<file path="config.mk">
export PLATFORM = sky130hd
export DESIGN_NAME = lfsr_gen
export DESIGN_NICKNAME = d
export VERILOG_FILES = /design/src/rtl/lfsr_gen.sv
export SDC_FILE = /design/constraint.sdc
export NUM_CORES = 1
export LEC_CHECK = 0
export BUFFER_PORTS_ARGS = -buffer_cell sky130_fd_sc_hd__buf_2
export CAP_MARGIN = 10
export CORE_AREA = 2 2 40 42
export DETAILED_ROUTE_END_ITERATION = 6
export DIE_AREA = 0 0 42 44
export PLACE_DENSITY = 0.76
export SYNTH_ARGS = -nofsm -noshare
export SYNTH_HDL_FRONTEND = slang
export SYNTH_SLANG_ARGS = --single-unit
</file>
<file path="constraint.sdc">
create_clock -name clk -period 3.79 [get_ports clk]
set_clock_uncertainty 0.15 [all_clocks]
set_input_delay 0.379 -clock clk [delete_from_list [all_inputs] [get_ports clk]]
set_output_delay 0.379 -clock clk [all_outputs]
set_load 0.1 [all_outputs]
</file>
<file path="src/rtl/lfsr_gen.sv">
// lfsr_gen: W-bit LFSR, runtime Fibonacci/Galois form, STEPS shifts per enabled clock,
// seed load, period-wrap pulse and lockup flag. Macro LFSR_LOCKUP_RECOVER_EN enables auto-reseed from 0.

// One single-shift of the register in either form.
module lfsr_step #(
    parameter int             W    = 5,
    parameter logic [W-1:0]   TAPS = 'b10100
) (
    input  logic [W-1:0] r,
    input  logic         mode,
    output logic [W-1:0] nxt
);
    always_comb begin
        nxt = '0;
        if (mode) begin
            // Galois: TAPS[W-1] is implied by the feedback into bit 0
            nxt[0] = r[W-1];
            for (int i = 1; i < W; i++)
                nxt[i] = r[i-1] ^ (r[W-1] & TAPS[i-1]);
        end else begin
            nxt = {r[W-2:0], ^(r & TAPS)};
        end
    end
endmodule

module lfsr_gen #(
    parameter int          W     = 5,
    parameter logic [31:0] TAPS  = 32'b10100,
    parameter logic [31:0] SEED  = 32'b00001,
    parameter int          STEPS = 1
) (
    input  logic         clk,
    input  logic         reset,
    input  logic         en,
    input  logic         mode,
    input  logic         load,
    input  logic [W-1:0] seed_in,
    output logic [W-1:0] q,
    output logic         bit_out,
    output logic         wrap,
    output logic         lockup
);
    localparam logic [W-1:0] TAPS_W = TAPS[W-1:0];
    localparam logic [W-1:0] SEED_W = SEED[W-1:0];

    if (W < 3 || W > 32) begin : g_bad_w
        $error("lfsr_gen: W must be within 3..32");
    end
    if (TAPS_W[W-1] != 1'b1) begin : g_bad_taps
        $error("lfsr_gen: TAPS[W-1] must be set");
    end
    if (SEED_W == '0) begin : g_bad_seed
        $error("lfsr_gen: SEED must be non-zero");
    end
    if (STEPS < 1 || STEPS > W) begin : g_bad_steps
        $error("lfsr_gen: STEPS must be within 1..W");
    end

    typedef struct packed {
        logic [W-1:0] q;
        logic [W-1:0] start;
        logic         wrap;
        logic         lockup;
    } st_t;

    st_t cur, nxt;

    // Combinational chain of STEPS single shifts; the whole advance lands in one clock.
    logic [STEPS:0][W-1:0] chain;
    assign chain[0] = cur.q;

    for (genvar s = 0; s < STEPS; s++) begin : g_step
        lfsr_step #(.W(W), .TAPS(TAPS_W)) u_step (
            .r    (chain[s]),
            .mode (mode),
            .nxt  (chain[s+1])
        );
    end

    always_comb begin
        nxt      = cur;
        nxt.wrap = 1'b0;
        if (load) begin
            nxt.q      = seed_in;
            nxt.start  = seed_in;
            nxt.lockup = (seed_in == '0);
        end
`ifdef LFSR_LOCKUP_RECOVER_EN
        else if (cur.lockup) begin
            nxt.q      = SEED_W;
            nxt.start  = SEED_W;
            nxt.lockup = 1'b0;
        end
`endif
        // A locked register stays put; en must not pulse wrap against a zero start.
        else if (en && !cur.lockup) begin
            nxt.q      = chain[STEPS];
            nxt.wrap   = (chain[STEPS] == cur.start);
            nxt.lockup = (chain[STEPS] == '0);
        end
    end

    always_ff @(posedge clk) begin
        if (reset) begin
            cur.q      <= SEED_W;
            cur.start  <= SEED_W;
            cur.wrap   <= 1'b0;
            cur.lockup <= 1'b0;
        end else begin
            cur <= nxt;
        end
    end

    assign q       = cur.q;
    assign bit_out = cur.q[W-1];
    assign wrap    = cur.wrap;
    assign lockup  = cur.lockup;
endmodule

</file>
==> impl_metrics.sql, run 1 <==
INSERT INTO impl_metrics (metric_group, metric, value, unit) VALUES
('placement', 'gp_congestion', '0.835', ''),
('outcome', 'status', 'finished, final reports clean', ''),
('clock_tree', 'clockRootBuffer', 'sky130_fd_sc_hd__clkbuf_4', ''),
('routing', 'starting_drt_drc_count', '8', ''),
('synth', 'netlist_area', '698', 'um^2'),
('timing', 'setup_tns', '0', 'ps'),
('grt', 'largest_net_degree_at_the_start_of_global_routing', '20', ''),
('layout', 'stdcell_count', '109', ''),
('grt', 'number_of_antenna_violations_at_the_first_check_in_global_routing', '0', ''),
('critical_path', 'timing.critical_path.depth', '1', ''),
('synth', 'yosys_register_bits', '12', ''),
('clock_tree', 'cts-buffers-inserted', '3', ''),
('routing', 'wl', '1310', 'um'),
('power', 'power.static_leakage', '0.323', 'nW'),
('critical_path', 'r2r_start', 'q[2]', ''),
('synth', 'synth_largest_area_cell', 'sky130_fd_sc_hd__dfxtp_1', ''),
('worst_hold_path', 'hold_class', 'primary input to flop', ''),
('routing', 'ratio_of_routed_vias_to_standard_cells', '5.43', ''),
('timing', 'finalCritPeriodShare', '0.483', ''),
('synth', 'netlist_instances', '84', ''),
('critical_path', 'timing.critical_path.required', '3260', 'ps'),
('critical_path', 'path_class', 'flop to primary output', ''),
('layout', 'drive_gt1_frac', '0.258', ''),
('floorplanning', 'initial_utilization', '0.492', ''),
('routing', 'drtPass1Iterations', '4', ''),
('timing', 'max_slew_violation_count', '0', ''),
('critical_path', 'critical_path.endpoint', 'q[4]', ''),
('synth', 'commonest_cells_in_the_netlist', 'sky130_fd_sc_hd__dfxtp_1, sky130_fd_sc_hd__nand2_1, sky130_fd_sc_hd__nor2_1, sky130_fd_sc_hd__o21ai_0', ''),
('synth', 'asyncSetResetFlopFracSynth', '0', ''),
('layout', 'postLayoutCoreUtil', '0.541', ''),
('layout', 'layout-area-overhead-vs-synth', '9.86', '%'),
('layout', 'diodes', '0', ''),
('power', 'cellPowerDensity', '434', 'nW/um^2'),
('critical_path', 'worst_path_largest_cell_delay', '520', 'ps'),
('critical_path', 'startpoint', 'q[4]', ''),
('synth', 'synth-edff-count', '0', ''),
('clock_tree', 'clk_sinks', '12', ''),
('timing', 'finalWorstSetupSlack', '1960', 'ps'),
('clock_tree', 'worstSkewPairLatency', '280', 'ps'),
('power', 'vdd_ir_drop_max', '0.253', 'mV'),
('synth', 'most_common_cell_in_the_netlist', 'sky130_fd_sc_hd__dfxtp_1', ''),
('routing', 'wire_length_per_cell', '12.1', 'um'),
('critical_path', 'critPathLaunchType', 'flop', ''),
('floorplanning', 'die_area', '1850', 'um^2'),
('power', 'power.sequential.fraction', '0.431', ''),
('clock_tree', 'number_of_h_tree_levels', '1', ''),
('clock_tree', 'cts.hold.buffers_added', '0', ''),
('critical_path', 'critPathBufInv', '1', ''),
('timing', 'slew_headroom', '0.676', ''),
('synth', 'synth_flop_cell', 'sky130_fd_sc_hd__dfxtp_1', ''),
('critical_path', 'worst-r2r-setup-slack', '2150', 'ps'),
('floorplanning', 'area_inside_the_core_boundary', '1420', 'um^2'),
('routing', 'ant_nets', '0', ''),
('floorplanning', 'vertical_die_dimension', '44', 'um'),
('placement', 'dpl_worst_slack', '2090', 'ps'),
('grt', 'first_global_vias', '535', ''),
('power', 'power_switching_share', '0.349', ''),
('floorplanning', 'fp.dieW', '42', 'um'),
('critical_path', 'crit_slowest_cell', 'sky130_fd_sc_hd__dfxtp_1', ''),
('layout', 'area_of_combinational_cells_with_multiple_inputs', '378', 'um^2'),
('synth', 'yosysUniqueCellTypes', '27', ''),
('floorplanning', 'num_rows', '14', ''),
('synth', 'yosysWarningCount', '0', ''),
('timing', 'tightest_slew', '490', 'ps'),
('layout', 'final-seq-area', '240', 'um^2'),
('synth', 'postSynthAreaPerCell', '8.31', 'um^2'),
('critical_path', 'cp.arrival', '1300', 'ps'),
('flow_run', 'timing.max_cap.violations', '0', ''),
('critical_path', 'worstPathMaxFanout', '9', ''),
('routing', 'dr_total_vias', '592', ''),
('timing', 'period_needed', '1830', 'ps');
## worst min-delay path: cells and delay by family
kind,cells,cell delay (ps)
buffers and inverters,1,90
AND/OR/NAND/NOR,1,80
multiplexers,1,60
## through the flow
step                      cell area [um^2]  hold slack (ps)  power [mW]
final                                  767              205       0.333
after global routing                   767              215       0.351
after global placement                 731              317       0.231
after floorplan                        698              312       0.223
after detailed placement               731              331       0.232
after CTS                              767              205       0.336
## placed cells by master, fill, tap and decap left out
cell                        netlist  final
sky130_fd_sc_hd__buf_2            0     17
sky130_fd_sc_hd__xnor2_1          4      4
sky130_fd_sc_hd__nand2b_1         5      5
sky130_fd_sc_hd__o221ai_1         1      1
sky130_fd_sc_hd__nand2_1          7      7
sky130_fd_sc_hd__nor4_1           3      3
sky130_fd_sc_hd__o21ai_0          6      6
sky130_fd_sc_hd__or2b_1           1      1
sky130_fd_sc_hd__mux2_2           1      1
sky130_fd_sc_hd__nor2b_1          1      1
sky130_fd_sc_hd__clkbuf_8         0      1
sky130_fd_sc_hd__mux2i_1          5      5
sky130_fd_sc_hd__inv_1            2      2
sky130_fd_sc_hd__nor2_1           7      7
sky130_fd_sc_hd__clkbuf_4         0      3
sky130_fd_sc_hd__nand3_1          2      2
sky130_fd_sc_hd__or4b_1           1      1
sky130_fd_sc_hd__dfxtp_1         12     12
sky130_fd_sc_hd__a221oi_2         1      1
sky130_fd_sc_hd__xor2_1           1      1
sky130_fd_sc_hd__a22o_1           1      1
sky130_fd_sc_hd__nor3_1           2      2
sky130_fd_sc_hd__o2bb2ai_1        1      1
sky130_fd_sc_hd__a311oi_2         1      1
sky130_fd_sc_hd__o21a_1           2      2
sky130_fd_sc_hd__a21oi_1          5      5
## final cells by class
| class | instances | share of cell area |
|---|---|---|
| Timing Repair Buffer | 17 | 0.111 |
| Multi-Input combinational cell | 58 | 0.493 |
| Sequential cell | 12 | 0.313 |
| Clock buffer | 4 | 0.0473 |
| Tap cell | 16 | 0.0261 |
| Inverter | 2 | 0.00979 |
## layer usage
metal,wire length (um),GRT usage,up-vias,share of wire
met1,612,0.193,273,0.47
met3,81,0.0750,2,0.062
met2,606,0.269,16,0.46
met4,14,0.0516,0,0.011
met5,0,0,-,0
li1,-,-,301,-
## worst min path at each step
stage	slack (ps)	end	start	cells after the start
2_1_floorplan	310	cur[3]	cur[3]	2
3_3_place_gp	320	lockup	lockup	2
6_report	200	cur[6]	seed_in[4]	3
4_1_cts	200	cur[6]	seed_in[4]	3
5_1_grt	220	cur[2]	seed_in[0]	3
3_5_place_dp	330	cur[4]	cur[4]	2
## kinds of logic (layout without fill, tap and decap cells)
logic type	Yosys count	after routing	synth area share
and+or+nand+nor	29	29	0.210
muxes	6	6	0.0878
buffers and inverters	14	23	0.115
AOI/OAI and AO/OA	18	18	0.181
xor gates and xnor gates	5	5	0.0627
DFF	12	12	0.344
## power by group through the flow
stage / sequential, mW / clock [mW] / combinational (mW)
final: 0.143 / 0.104 / 0.0855
after global routing: 0.145 / 0.114 / 0.0915
after CTS: 0.144 / 0.107 / 0.0857
after detailed placement: 0.147 / 0 / 0.0854
after global placement: 0.146 / 0 / 0.0845
after floorplan: 0.151 / 0 / 0.0721
## sequential cells by signal (all words and copies together), names as in the netlist
register	flops
q	5
cur	5
lockup	1
wrap	1
(Power assumes the default switching activity.)
==> inputs of run 2 (changes only) <==
--- a/config.mk
+++ b/config.mk
@@ -7,10 +7,10 @@
 export LEC_CHECK = 0
 export BUFFER_PORTS_ARGS = -buffer_cell sky130_fd_sc_hd__buf_2
 export CAP_MARGIN = 10
-export CORE_AREA = 2 2 40 42
+export CORE_AREA = 2 2 41 43
 export DETAILED_ROUTE_END_ITERATION = 6
-export DIE_AREA = 0 0 42 44
-export PLACE_DENSITY = 0.76
+export DIE_AREA = 0 0 43 45
+export PLACE_DENSITY = 0.72
 export SYNTH_ARGS = -nofsm -noshare
 export SYNTH_HDL_FRONTEND = slang
 export SYNTH_SLANG_ARGS = --single-unit
==> constraint.sdc (replaced) <==
create_clock -name clk -period 1.84 [get_ports clk]
set_clock_uncertainty 0.15 [all_clocks]
set_input_delay 0.184 -clock clk [delete_from_list [all_inputs] [get_ports clk]]
set_output_delay 0.184 -clock clk [all_outputs]
set_load 0.1 [all_outputs]
==> run 2 against run 1 <==
Against the previous run: hold slack worse by 190 ps; cell count unchanged; largest power group unchanged; utilization down 2.2 points; critical path depth up 3; first-iteration DRC count up 63%; combinational power up 110%; wire length up 2.4%.
==> impl_metrics.sql, run 2 (same netlist as run 1, synthesis figures left out) <==
INSERT INTO impl_metrics (metric_group, metric, value, unit) VALUES
('grt', 'number_of_antenna_violations_at_the_first_check_in_global_routing', '0', ''),
('timing', 'hold-worst-slack', '12.7', 'ps'),
('floorplanning', 'num_rows', '14', ''),
('critical_path', 'worst-r2r-setup-slack', '310', 'ps'),
('grt', 'first_global_vias', '497', ''),
('grt', 'track_usage', '0.153', ''),
('clock_tree', 'cts_post_setup_buffers_inserted', '0', ''),
('timing', 'max_slew_violation_count', '0', ''),
('floorplanning', 'vertical_die_dimension', '45', 'um'),
('clock_tree', 'worstSkewPairLatency', '270', 'ps'),
('floorplanning', 'floorplan.io_pins', '18', ''),
('grt', 'grt_first_pass_wirelength', '2150', 'um'),
('clock_tree', 'number_of_h_tree_levels', '1', ''),
('clock_tree', 'cts_resized', '0', ''),
('timing', 'tightest_slew', '483', 'ps'),
('outcome', 'status', 'finished, final reports clean', ''),
('grt', 'gr-total-overflow', '0', ''),
('floorplanning', 'area_inside_the_core_boundary', '1470', 'um^2'),
('layout', 'finalNetCount', '105', ''),
('critical_path', 'cp.arrival', '1570', 'ps'),
('routing', 'wl', '1350', 'um'),
('placement', 'hpwl', '1010', 'um'),
('placement', 'gp_congestion', '0.800', ''),
('timing', 'finalCritPeriodShare', '0.833', ''),
('power', 'cellPowerDensity', '833', 'nW/um^2'),
('critical_path', 'cpLargestDelayFamily', 'simple AND/OR/NAND/NOR gates', ''),
('critical_path', 'worstPathMaxFanout', '7', ''),
('grt', 'largest_net_degree_at_the_start_of_global_routing', '20', ''),
('timing', 'timing.final.hold_violations', '0', ''),
('clock_tree', 'cts-buffers-inserted', '3', ''),
('layout', 'layout-area-overhead-vs-synth', '9.32', '%'),
('timing', 'setup_violations', '0', ''),
('placement', 'post-place-cells', '106', ''),
('layout', 'final_common_cell', 'sky130_fd_sc_hd__buf_2', ''),
('clock_tree', 'cts.hold.buffers_added', '0', ''),
('layout', 'diodes', '0', ''),
('power', 'power.static_leakage', '0.322', 'nW'),
('routing', 'drtPass1Iterations', '4', ''),
('critical_path', 'cp-end-kind', 'flop', ''),
('routing', 'ant_nets', '0', ''),
('flow_run', 'timing.max_cap.violations', '0', ''),
('timing', 'slew_headroom', '0.680', ''),
('critical_path', 'r2r_start', 'cur[5]', ''),
('floorplanning', 'fp.dieW', '43', 'um'),
('timing', 'setup_tns', '0', 'ps'),
('clock_tree', 'cts.path.max_buffers', '2', ''),
('layout', 'most-common-layout-cells', 'sky130_fd_sc_hd__buf_2, sky130_fd_sc_hd__dfxtp_1, sky130_fd_sc_hd__nand2_1, sky130_fd_sc_hd__nor2_1, sky130_fd_sc_hd__o21ai_0', ''),
('worst_hold_path', 'worst_hold_startpoint', 'seed_in[4]', ''),
('layout', 'largestRegisters', 'cur (5), q (5)', ''),
('routing', 'wire_length_per_cell', '12.3', 'um'),
('timing', 'achievable-frequency', '652', 'MHz'),
('power', 'vdd_ir_drop_max', '0.499', 'mV'),
('critical_path', 'path_class', 'flop to flop', ''),
('critical_path', 'critPathLaunchType', 'flop', ''),
('critical_path', 'reg2regPathDepth', '4', ''),
('critical_path', 'worstPathCellList', 'or4b_1, o221ai_1, a221oi_2, a311oi_2', ''),
('clock_tree', 'clockRootBuffer', 'sky130_fd_sc_hd__clkbuf_4', ''),
('routing', 'dr_total_vias', '573', ''),
('routing', 'ratio_of_routed_vias_to_standard_cells', '5.26', ''),
('worst_hold_path', 'hold_class', 'primary input to flop', ''),
('critical_path', 'crit_slowest_cell', 'sky130_fd_sc_hd__or4b_1', ''),
('routing', 'detail_route.drc_violations', '0', ''),
('critical_path', 'timing.critical_path.required', '1880', 'ps'),
('critical_path', 'worst_path_largest_cell_delay', '510', 'ps'),
('floorplanning', 'die_area', '1940', 'um^2'),
('clock_tree', 'clk_sinks', '12', ''),
('routing', 'starting_drt_drc_count', '13', ''),
('clock_tree', 'clkSlewWorstSetupHoldPaths', '70', 'ps'),
('layout', 'drive_gt1_frac', '0.280', ''),
('critical_path', 'critPathBufInv', '0', ''),
('timing', 'rsz0062_at_grt', 'no', ''),
('clock_tree', 'cts_tree', 'yes', ''),
('placement', 'place.port_buffers', '17', ''),
('worst_hold_path', 'worst_hold_path.num_cells', '3', ''),
('layout', 'stdcell_count', '109', ''),
('worst_hold_path', 'sink_of_the_worst_hold_path', 'cur[6]', ''),
('floorplanning', 'initial_utilization', '0.474', ''),
('timing', 'period_needed', '1530', 'ps'),
('critical_path', 'r2r-end', 'wrap', '');
## run 2: changes by cell type in the layout (fill, tap and decap cells not counted)
cell	change
sky130_fd_sc_hd__buf_4	+1
sky130_fd_sc_hd__dfxtp_1	-2
sky130_fd_sc_hd__clkbuf_8	-1
sky130_fd_sc_hd__dfxtp_2	+2
## run 2: through the flow
step	setup WS (ps)	utilization	instance area, um^2	total power, mW
after floorplan	6.56	-	701	0.461
after global placement	351	0.503	741	0.479
after detailed placement	304	0.503	741	0.481
after CTS	303	0.519	763	0.640
after global routing	226	0.519	763	0.664
final	307	0.519	763	0.636
## run 2: worst min-delay path: cells and delay by family
| kind | cells | cell delay (ps) |
|---|---|---|
| buffers and inverters | 1 | 90 |
| multiplexers | 1 | 60 |
| AND/OR/NAND/NOR | 1 | 70 |
## run 2: final cells by class
type / instances / area, um^2
Fill cell: 153 / 708
Multi-Input combinational cell: 58 / 378
Clock buffer: 3 / 22.5
Tap cell: 16 / 20.0
Timing Repair Buffer: 18 / 92.6
Sequential cell: 12 / 243
Inverter: 2 / 7.51
## run 2: power by group
group	switching [mW]	total, mW	internal [mW]
Combinational	0.128	0.181	0.0526
Clock	0.0854	0.161	0.0758
Sequential	0.0181	0.294	0.276
Total	0.232	0.636	0.404
## run 2: per-layer routing
| metal | GRT usage | routed length [um] | vias to the layer above |
|---|---|---|---|
| li1 | - | - | 309 |
| met1 | 0.186 | 642 | 250 |
| met2 | 0.258 | 645 | 10 |
| met3 | 0.0240 | 41 | 4 |
| met4 | 0.0909 | 16 | 0 |
| met5 | 0 | 0 | - |
## run 2: how the worst max path moves through the flow
stage                      start  endpoint  slack (ps)  cells after the start
after floorplan           lockup      q[4]           7                      5
after global placement    cur[5]      wrap         350                      4
after detailed placement  cur[5]      wrap         300                      4
after CTS                 cur[5]      wrap         300                      4
after global routing      cur[5]      wrap         230                      4
final                     cur[5]      wrap         310                      4
==> inputs of run 3 (changes only) <==
==> config.mk (replaced) <==
export PLATFORM = sky130hd
export DESIGN_NAME = lfsr_gen
export DESIGN_NICKNAME = d
export VERILOG_FILES = /design/src/rtl/lfsr_gen.sv
export SDC_FILE = /design/constraint.sdc
export NUM_CORES = 1
export LEC_CHECK = 0
export ABC_AREA = 1
export BUFFER_PORTS_ARGS = -buffer_cell sky130_fd_sc_hd__buf_2
export CAP_MARGIN = 10
export CORE_AREA = 2 2 40 42
export DETAILED_ROUTE_END_ITERATION = 6
export DIE_AREA = 0 0 42 44
export PLACE_DENSITY = 0.73
export SYNTH_ARGS = -nofsm -noshare
export SYNTH_HDL_FRONTEND = slang
export SYNTH_SLANG_ARGS = --single-unit
==> constraint.sdc (replaced) <==
create_clock -name clk -period 1.59 [get_ports clk]
set_clock_uncertainty 0.15 [all_clocks]
set_input_delay 0.159 -clock clk [delete_from_list [all_inputs] [get_ports clk]]
set_output_delay 0.159 -clock clk [all_outputs]
set_load 0.1 [all_outputs]
==> run 3 against run 2 <==
Against the previous run: utilization up 0.42 points; critical path depth down 3; first-iteration DRC count up 130%; setup slack worse by 180 ps; largest cell class unchanged; highest routed layer unchanged.
==> impl_metrics.sql, run 3 <==
INSERT INTO impl_metrics (metric_group, metric, value, unit) VALUES
('synth', 'synth-simple-area-share', '0.342', ''),
('worst_hold_path', 'worst_hold_startpoint', 'seed_in[4]', ''),
('layout', 'largestRegisters', 'cur (5), q (5)', ''),
('clock_tree', 'clk_sinks', '12', ''),
('layout', 'drive_gt1_frac', '0.233', ''),
('routing', 'wl', '1470', 'um'),
('routing', 'ratio_of_routed_vias_to_standard_cells', '5.08', ''),
('synth', 'netlist_area', '666', 'um^2'),
('timing', 'tightest_slew', '498', 'ps'),
('timing', 'max_slew_violation_count', '0', ''),
('worst_hold_path', 'sink_of_the_worst_hold_path', 'cur[6]', ''),
('grt', 'grt_first_pass_wirelength', '2300', 'um'),
('routing', 'ant_nets', '0', ''),
('floorplanning', 'fp.dieW', '42', 'um'),
('placement', 'hpwl', '1140', 'um'),
('layout', 'final_design_area_excluding_fillers', '742', 'um^2'),
('routing', 'detail_route.wirelength.met1', '667', 'um'),
('routing', 'starting_drt_drc_count', '30', ''),
('synth', 'synth_nets', '113', ''),
('timing', 'achievable-frequency', '684', 'MHz'),
('clock_tree', 'cts_post_setup_buffers_inserted', '0', ''),
('synth', 'commonest_cells_in_the_netlist', 'sky130_fd_sc_hd__nand2_1, sky130_fd_sc_hd__inv_1, sky130_fd_sc_hd__dfxtp_1, sky130_fd_sc_hd__nor2_1, sky130_fd_sc_hd__a21oi_1', ''),
('synth', 'compound_cell_area_share_of_the_yosys_netlist', '0.137', ''),
('clock_tree', 'cts_resized', '0', ''),
('layout', 'diodes', '0', ''),
('grt', 'number_of_antenna_violations_at_the_first_check_in_global_routing', '0', ''),
('timing', 'setup_violations', '0', ''),
('synth', 'seq_area_frac_synth', '0.361', ''),
('clock_tree', 'cts.hold.buffers_added', '0', ''),
('placement', 'gp_congestion', '0.922', ''),
('critical_path', 'r2r_start', 'q[2]', ''),
('synth', 'yosys-top-cells-area', 'sky130_fd_sc_hd__dfxtp_1, sky130_fd_sc_hd__nand2_1, sky130_fd_sc_hd__inv_1, sky130_fd_sc_hd__a21oi_1, sky130_fd_sc_hd__buf_4', ''),
('critical_path', 'r2r-end', 'wrap', ''),
('synth', 'synth-edff-count', '0', ''),
('clock_tree', 'cts_tree', 'yes', ''),
('critical_path', 'cpLargestDelayFamily', 'buffers and inverters', ''),
('clock_tree', 'cts-buffers-inserted', '3', ''),
('routing', 'dr.max_layer_used', 'met4', ''),
('critical_path', 'worst_path_largest_cell_delay', '460', 'ps'),
('critical_path', 'worstPathMaxFanout', '6', ''),
('routing', 'routed_wire_length_on_met3', '72', 'um'),
('power', 'power.static_leakage', '0.372', 'nW'),
('critical_path', 'worstPathCellList', 'buf_2', ''),
('synth', 'most_common_cell_in_the_netlist', 'sky130_fd_sc_hd__nand2_1', ''),
('synth', 'synth_xor_xnor_area_share', '0', ''),
('floorplanning', 'vertical_die_dimension', '44', 'um'),
('timing', 'finalWorstSetupSlack', '129', 'ps'),
('clock_tree', 'worstSkewPairLatency', '280', 'ps'),
('grt', 'first_global_vias', '567', ''),
('clock_tree', 'clockRootBuffer', 'sky130_fd_sc_hd__clkbuf_4', ''),
('floorplanning', 'floorplan.io_pins', '18', ''),
('critical_path', 'worst-r2r-setup-slack', '410', 'ps'),
('timing', 'period_needed', '1460', 'ps'),
('clock_tree', 'number_of_h_tree_levels', '1', ''),
('placement', 'dpl_worst_slack', '399', 'ps'),
('layout', 'fillCellCount', '147', ''),
('synth', 'yosys_register_bits', '12', ''),
('synth', 'yosysUniqueCellTypes', '19', ''),
('timing', 'setup_tns', '0', 'ps'),
('timing', 'hold-worst-slack', '19.7', 'ps'),
('floorplanning', 'area_inside_the_core_boundary', '1420', 'um^2'),
('grt', 'gr-total-overflow', '0', ''),
('synth', 'netlist_instances', '103', ''),
('critical_path', 'reg2regPathDepth', '9', ''),
('worst_hold_path', 'hold_class', 'primary input to flop', ''),
('synth', 'synth.mux.area_fraction', '0', ''),
('critical_path', 'crit_slowest_cell', 'sky130_fd_sc_hd__buf_2', ''),
('synth', 'post-synth-top-area-fraction', '0.361', ''),
('grt', 'largest_net_degree_at_the_start_of_global_routing', '12', ''),
('routing', 'dr_total_vias', '671', ''),
('placement', 'post-place-cells', '129', ''),
('power', 'cellPowerDensity', '969', 'nW/um^2'),
('critical_path', 'critPathLaunchType', 'flop', ''),
('routing', 'detail_route.drc_violations', '0', ''),
('synth', 'yosysWarningCount', '0', ''),
('placement', 'dpl-instance-area', '719', 'um^2'),
('clock_tree', 'clkSlewWorstSetupHoldPaths', '70', 'ps'),
('routing', 'wire_length_per_cell', '11.1', 'um'),
('synth', 'main_combinational_cell_family_by_area_after_synthesis', 'simple AND/OR/NAND/NOR gates', ''),
('floorplanning', 'num_rows', '14', ''),
('floorplanning', 'die_area', '1850', 'um^2'),
('synth', 'postSynthAreaPerCell', '6.46', 'um^2'),
('power', 'post-layout-total-power', '0.719', 'mW'),
('routing', 'drtPass1Iterations', '6', ''),
('layout', 'final-seq-area', '243', 'um^2'),
('floorplanning', 'initial_utilization', '0.469', ''),
('synth', 'asyncSetResetFlopFracSynth', '0', ''),
('critical_path', 'timing.critical_path.required', '1280', 'ps'),
('layout', 'layout-area-overhead-vs-synth', '11.5', '%'),
('synth', 'synth_largest_area_cell', 'sky130_fd_sc_hd__dfxtp_1', ''),
('timing', 'slew_headroom', '0.670', ''),
('power', 'vdd_ir_drop_max', '0.532', 'mV'),
('critical_path', 'cp-end-kind', 'primary output', ''),
('timing', 'timing.final.hold_violations', '0', ''),
('synth', 'synth_flop_cell', 'sky130_fd_sc_hd__dfxtp_1', ''),
('critical_path', 'cp.arrival', '1150', 'ps'),
('clock_tree', 'cts.path.max_buffers', '2', ''),
('worst_hold_path', 'worst_hold_path.num_cells', '3', ''),
('critical_path', 'critPathBufInv', '1', ''),
('layout', 'stdcell_count', '132', ''),
('layout', 'most-common-layout-cells', 'sky130_fd_sc_hd__nand2_1, sky130_fd_sc_hd__buf_2, sky130_fd_sc_hd__inv_1', ''),
('layout', 'postLayoutCoreUtil', '0.523', ''),
('layout', 'final_common_cell', 'sky130_fd_sc_hd__nand2_1', ''),
('timing', 'finalCritPeriodShare', '0.919', ''),
('synth', 'synth-adder-area-share', '0', ''),
('placement', 'place.port_buffers', '17', ''),
('critical_path', 'path_class', 'flop to primary output', ''),
('layout', 'area_of_combinational_cells_with_multiple_inputs', '319', 'um^2'),
('timing', 'rsz0062_at_grt', 'no', ''),
('grt', 'track_usage', '0.169', ''),
('flow_run', 'timing.max_cap.violations', '0', ''),
('routing', 'met2_length', '698', 'um'),
('outcome', 'status', 'finished, final reports clean', ''),
('layout', 'finalNetCount', '128', '');
## run 3: cell types whose count changed after synthesis, sizes merged, moves of 5 or more
cell,before,now
nand3,2,7
nand2,7,36
inv,2,14
nand2b,5,0
mux2i,5,0
o21ai,6,1
clkbuf,6,0
## run 3: worst reg2reg max path, cell delays in order, from the launching register on
cell	delay, ps
sky130_fd_sc_hd__dfxtp_1	410
sky130_fd_sc_hd__inv_1	70
sky130_fd_sc_hd__nand2_1	80
sky130_fd_sc_hd__nand2_1	70
sky130_fd_sc_hd__nand2_2	80
sky130_fd_sc_hd__nand2_1	50
sky130_fd_sc_hd__nand2_1	50
sky130_fd_sc_hd__nand2_1	40
sky130_fd_sc_hd__inv_1	50
sky130_fd_sc_hd__nor2_1	40
## run 3: cells by family after synthesis
logic type,after synthesis
and+or+nand+nor,55
buffers and inverters,21
AOI/OAI and AO/OA,15
DFF,12
## run 3: per-layer routing
metal  vias up  GRT usage
met5         -          0
met4         0      0.116
li1        346          -
met3         3     0.0250
met1       298      0.211
met2        24      0.269
## run 3: area by class of cell
| cell class | count | area share |
|---|---|---|
| multi-input cells | 70 | 0.430 |
| repair buffers | 17 | 0.115 |
| clock buffers | 3 | 0.0304 |
| inverters | 14 | 0.0708 |
| flip-flops and latches | 12 | 0.327 |
| well taps | 16 | 0.0270 |
## run 3: how the worst max path moves through the flow
stage | start | to | slack [ps] | depth (start not counted)
after detailed placement | q[2] | wrap | 400 | 9
final | q[2] | q[2] | 130 | 1
after global placement | load | wrap | 420 | 8
after global routing | q[2] | q[2] | 90 | 1
after CTS | q[2] | q[2] | 120 | 1
after floorplan | q[4] | wrap | 130 | 9
## run 3: power breakdown
group	switching, mW	total (mW)	internal [mW]	leakage [nW]
Sequential	0.0150	0.333	0.318	0.0998
Combinational	0.150	0.195	0.0446	0.258
Clock	0.103	0.191	0.0881	0.0138
